==> src/rtl/i2s_tx_framer.sv <==
// i2s_tx_framer: serialises stereo sample pairs into a Philips I2S stream.
//
// One pending-pair register decouples the input handshake from frame timing.
// At each frame boundary (load tick) the pending pair moves into the frame
// shift register. If nothing is pending, the frame underruns and a fill pair
// is transmitted instead.
//
// Build option:
//   I2S_TX_UNDERRUN_HOLD_EN - when defined, an underrun frame repeats the last
//                             loaded pair (zero after reset); otherwise an
//                             underrun frame carries an all-zero pair.
//
// Parameters:
//   WORD_SIZE   - bit slots per channel
//   SAMPLE_SIZE - MSB-aligned sample width, at most WORD_SIZE-1
//
// Ports:
//   clk         - system clock, twice the BCK rate
//   rst         - synchronous, active-high reset
//   s_valid     - stereo pair offered
//   s_ready     - pair accepted when s_valid & s_ready at a rising clk edge
//   s_left      - signed left sample
//   s_right     - signed right sample
//   bck         - I2S bit clock, clk/2
//   lrck        - word select, 0 = left, 1 = right
//   sdata       - serial data, MSB first, one slot after each lrck edge
//   frame_start - one-clk pulse when a frame loads
//   underrun    - one-clk pulse when a frame loads with no pending pair
module i2s_tx_framer #(
  parameter int unsigned WORD_SIZE   = 32,
  parameter int unsigned SAMPLE_SIZE = 24
) (
  input  logic                   clk,
  input  logic                   rst,
  input  logic                   s_valid,
  output logic                   s_ready,
  input  logic [SAMPLE_SIZE-1:0] s_left,
  input  logic [SAMPLE_SIZE-1:0] s_right,
  output logic                   bck,
  output logic                   lrck,
  output logic                   sdata,
  output logic                   frame_start,
  output logic                   underrun
);

  localparam int unsigned Slots = 2 * WORD_SIZE;
  localparam int unsigned CntW  = $clog2(Slots);
  // The shift register covers slots 1..Slots-1; slot 0 is always a zero.
  localparam int unsigned SrW   = Slots - 1;

  localparam logic [CntW-1:0] LastSlot = CntW'(Slots - 1);
  localparam logic [CntW-1:0] WordSlot = CntW'(WORD_SIZE);

  logic                   phase_q;
  logic [CntW-1:0]        bit_cnt_q;
  logic                   lrck_q;
  logic                   sdata_q;
  logic                   frame_start_q;
  logic                   underrun_q;
  logic                   pend_full_q;
  logic [SAMPLE_SIZE-1:0] pend_l_q;
  logic [SAMPLE_SIZE-1:0] pend_r_q;
  logic [SrW-1:0]         shift_q;
`ifdef I2S_TX_UNDERRUN_HOLD_EN
  logic [SAMPLE_SIZE-1:0] last_l_q;
  logic [SAMPLE_SIZE-1:0] last_r_q;
`endif

  logic                   fall_tick;
  logic                   load_tick;
  logic                   accept;
  logic [CntW-1:0]        cnt_next;
  logic [SAMPLE_SIZE-1:0] fill_l;
  logic [SAMPLE_SIZE-1:0] fill_r;
  logic [SAMPLE_SIZE-1:0] load_l;
  logic [SAMPLE_SIZE-1:0] load_r;
  logic [SrW-1:0]         frame_bits;

  always_comb begin
    // phase_q high means this edge takes bck from 1 to 0.
    fall_tick = phase_q;
    cnt_next  = (bit_cnt_q == LastSlot) ? '0 : bit_cnt_q + 1'b1;
    load_tick = fall_tick & (bit_cnt_q == LastSlot);
    accept    = s_valid & ~pend_full_q;
`ifdef I2S_TX_UNDERRUN_HOLD_EN
    fill_l = last_l_q;
    fill_r = last_r_q;
`else
    fill_l = '0;
    fill_r = '0;
`endif
    load_l = pend_full_q ? pend_l_q : fill_l;
    load_r = pend_full_q ? pend_r_q : fill_r;
    // Left lands in slots 1..SAMPLE_SIZE, right in WORD_SIZE+1..WORD_SIZE+SAMPLE_SIZE;
    // bit SrW-1 is transmitted in slot 1.
    frame_bits = (SrW'(load_l) << (SrW - SAMPLE_SIZE))
               | (SrW'(load_r) << (WORD_SIZE - 1 - SAMPLE_SIZE));
  end

  always_ff @(posedge clk) begin
    if (rst) begin
      phase_q       <= 1'b0;
      bit_cnt_q     <= LastSlot;
      lrck_q        <= 1'b1;
      sdata_q       <= 1'b0;
      frame_start_q <= 1'b0;
      underrun_q    <= 1'b0;
      pend_full_q   <= 1'b0;
      pend_l_q      <= '0;
      pend_r_q      <= '0;
      shift_q       <= '0;
`ifdef I2S_TX_UNDERRUN_HOLD_EN
      last_l_q      <= '0;
      last_r_q      <= '0;
`endif
    end else begin
      phase_q       <= ~phase_q;
      frame_start_q <= 1'b0;
      underrun_q    <= 1'b0;
      if (fall_tick) begin
        bit_cnt_q <= cnt_next;
        lrck_q    <= (cnt_next >= WordSlot);
        if (load_tick) begin
          sdata_q       <= 1'b0;
          shift_q       <= frame_bits;
          frame_start_q <= 1'b1;
          underrun_q    <= ~pend_full_q;
          pend_full_q   <= 1'b0;
`ifdef I2S_TX_UNDERRUN_HOLD_EN
          last_l_q      <= load_l;
          last_r_q      <= load_r;
`endif
        end else begin
          sdata_q <= shift_q[SrW-1];
          shift_q <= {shift_q[SrW-2:0], 1'b0};
        end
      end
      // A handshake on an underrun load tick becomes pending for the next frame;
      // this later assignment overrides the clear above.
      if (accept) begin
        pend_l_q    <= s_left;
        pend_r_q    <= s_right;
        pend_full_q <= 1'b1;
      end
    end
  end

  assign s_ready     = ~pend_full_q;
  assign bck         = phase_q;
  assign lrck        = lrck_q;
  assign sdata       = sdata_q;
  assign frame_start = frame_start_q;
  assign underrun    = underrun_q;

endmodule

==> config.mk <==
export PLATFORM = sky130hd
export DESIGN_NAME = i2s_tx_framer
export DESIGN_NICKNAME = d
export VERILOG_FILES = /design/src/rtl/i2s_tx_framer.sv
export SDC_FILE = /design/constraint.sdc
export NUM_CORES = 1
export LEC_CHECK = 0
export BUFFER_PORTS_ARGS = -buffer_cell sky130_fd_sc_hd__buf_4
export CORE_UTILIZATION = 60
export DETAILED_ROUTE_END_ITERATION = 8
export PLACE_DENSITY = 0.9
export SYNTH_ARGS = -nofsm -noshare
export SYNTH_HDL_FRONTEND = slang
export SYNTH_SLANG_ARGS = --single-unit
export TNS_END_PERCENT = 100
==> constraint.sdc <==
create_clock -name clk -period 4 [get_ports clk]
set_clock_uncertainty 0.1 [all_clocks]
set_input_delay 0 -clock clk [delete_from_list [all_inputs] [get_ports clk]]
set_output_delay 0 -clock clk [all_outputs]
set_load 0.1 [all_outputs]
==> results.cfg <==
[routing]
dr.pass1.iters = 6
wirelength_mm = 17.4
vias = 5435
ant_nets = 0
remaining_drc_errors = 0
post_drt_wl_per_cell_microns = 20.7
drt_iter0_drc = 669
viasPerCell = 6.47

[critical_path]
cp_slowest_cell = nor2b_4
path_class = flip-flop to flip-flop
cp_num_buf_inv = 2
path_max_fanout = 48
reg2reg_slack_ns = 0.83
r2r-start = pend_full_q
cp.depth = 5
cp.required_ns = 4.37
worstRegToRegCells = 5
cp-start-kind = flip-flop
max_stage_delay_ns = 0.93
reg2reg_to = pend_l_q[8]
worstSetupEndpointType = flip-flop
cp_top_family = buffers and inverters
worstPathArrival_ns = 3.54
crit_top_cell = dlygate4sd3_1
cp_cell_sequence = nor2b_4 > nand2_1 > dlygate4sd3_1 > a21oi_1 > dlygate4sd3_1

[cells_and_area]
syn2layout_area_growth_pct = 45.8
finalNetCount = 777
antenna_cells = 0
fill_cells = 275
drive_above_1_share = 0.144

[cts]
cts_sinks = 116
cts_tree = done
numCtsBuffers = 17
cts_max_level = 4
root_buffer = clkbuf_8
cts_setup_buffers = 0
cts_resized = 0
clock_path_buffers = 2
insertion_delay_ns = 0.53
clk_pin_slew_worst_paths_ns = 0.06

[floorplan]
dieArea_sq_um = 8360
rows = 32
die_h_microns = 91.4
core-area_sq_um = 7730
initial_core_util = 0.621
io_pins = 57
die_x_microns = 91.4

[grt]
antenna_found_initial = 0
gr-total-overflow = 0
grt_max_degree = 64
grt_pass1_wl_mm = 28.0
grt_pass1_vias = 5457
grt.total_usage = 0.435

[min_path]
hold_class = primary input to flip-flop
hold-path-cell-count = 3
min_to = pend_full_q
min-delay-start = s_valid

[place]
numPortBuffers = 56
post-place-ws_ns = 1.63
place.gp.congestion = 0.767
hpwlAfterDp_mm = 6.02

[job]
max_cap_viol_count = 0

[power_and_ir_drop]
internal_power_uw = 2440
cellPowerDensity_nw_per_um2 = 483
switching_share = 0.278
seq_power_share = 0.371
clkPwrFrac = 0.476
leakagePower_uw = 0.00262
power.switching_uw = 939
vdd_drop_max_v = 0.000387
power_frac_comb = 0.154

[synth]
synth_compound_area_frac = 0.249
yosys.area.top_type = dfxtp_1
synth_cells = 578
yosysWarnings = 0
synth.area.mux_share = 0.00209
netlist_top_cells_area = dfxtp_1, o211ai_1, nand2_1, a21oi_1, nand3_1
syn_avg_cell_area_sq_um = 8.30
synthAdderAreaFrac = 0.00261
synthSimpleGateAreaFrac = 0.196
ys_seq_area_frac = 0.484
synth_top_area_share = 0.484
synth-seq-cells = 116
synth_top_family_by_area = compound AO/OA/AOI/OAI gates
synth_xor_area_frac = 0.00182
syn_area_sq_um = 4800
synth.distinct_cells = 28
synth_nets = 630

[sta]
finalWorstSetupSlack_ns = 0.830
slew_viol_final = 0
rsz0062_at_grt = no
report.final.setup_viol = 0
fin_crit_ns = 3.17
fmax_ghz = 0.315
slew_headroom = 0.194
tns_ns = 0
final_hold_viol_count = 0
fin_crit_sh = 0.793
worst_pin_slew_ns = 1.20

[status]
status = completed
[worst reg2reg max path, delay by kind of cell, from the launching register on]
family	cells	cell delay [ns]
AO/OA/AOI/OAI	1	0.16
AND/OR/NAND/NOR	2	1.17
buffers and inverters	2	1.22
flip-flops	1	0.46
[logic make-up (layout without fill, tap and decap cells)]
logic type	after synthesis	after routing
AOI/OAI and AO/OA	173	173
DFF	116	116
and+or+nand+nor	224	224
adders and majority gates	1	1
muxes	1	1
buffers and inverters	62	222
xor gates and xnor gates	1	1
[layer usage]
layer | part of all wire | up-vias | GRT usage
li1 | - | 2340 | -
met5 | 0 | - | 0
met3 | 0.090 | 121 | 0.111
met2 | 0.49 | 450 | 0.736
met1 | 0.36 | 2524 | 0.490
met4 | 0.061 | 0 | 0.267
[registers in the layout, indices dropped and copies added (netlist names)]
signal / flops
pend_r_q: 24
underrun: 1
pend_l_q: 24
lrck: 1
sdata: 1
shift_q: 56
frame_start: 1
bck: 1
pend_full_q: 1
bit_cnt_q: 6
[power groups by stage]
stage | Combinational (uW) | Clock, uW | Sequential, uW
floorplan | 279 | 0 | 1270
detailed placement | 363 | 0 | 1270
finish | 519 | 1610 | 1250
CTS | 471 | 1580 | 1250
global placement | 355 | 0 | 1270
global route | 545 | 1660 | 1260
[layout by cell type (no fill, tap or decap), types with 4 or more instances in the layout]
cell / instances
bufinv_16: 4
o211ai_2: 10
clkbuf_8: 4
dlygate4sd3_1: 127
dfxtp_1: 115
a21oi_1: 62
nand2_1: 158
o211ai_1: 94
nand3_1: 50
inv_1: 4
buf_4: 58
clkbuf_16: 16
[cell usage after synthesis (all sizes together)]
cell type    n
nor3         1
and3         3
nand4        2
o211ai     104
o311ai       2
ha           1
nor2         3
o21ai        1
nand2b       1
clkbuf      24
o31ai        3
and2         1
nand2      160
xor2         1
o31a         1
a21oi       62
mux2i        1
buf         34
nand3       51
nor2b        2
dfxtp      116
inv          4
[worst max-delay path by stage]
stage	from	to	slack, ns
floorplan	bck	bit_cnt_q[3]	1.98
global placement	bck	shift_q[61]	1.69
detailed placement	bck	shift_q[19]	1.63
CTS	pend_full_q	pend_r_q[5]	1.14
global route	pend_full_q	pend_l_q[2]	0.68
finish	pend_full_q	pend_l_q[8]	0.83
[cell type report]
cell class,count,area (sq um),area share
sequential,116,2320,0.332
multi-input combinational,400,2190,0.313
timing repair buffer,186,1730,0.247
clock buffer,23,467,0.0667
clock inverter,9,150,0.0215
tap,102,128,0.0182
inverter,4,15.0,0.00215
[stage by stage]
| stage | area [sq um] | cells | power [uW] | hold WS (ns) | utilization |
|---|---|---|---|---|---|
| final | 7000 | 840 | 3380 | 0.372 | 0.906 |
| after global routing | 7000 | 840 | 3460 | 0.397 | 0.906 |
| after CTS | 7000 | 840 | 3290 | 0.320 | 0.906 |
| after detailed placement | 5110 | 681 | 1630 | 0.154 | 0.661 |
| after global placement | 5110 | 681 | 1620 | 0.146 | 0.661 |
| after floorplan | 4800 | 578 | 1550 | 0.0360 | - |
[what timing repair did]
item / 4_1_cts / 5_1_grt
hold buffers: 127 / 0
hold endpoints to repair: 59 / 0
setup endpoints to repair: 0 / 0
(Power assumes the default switching activity.)
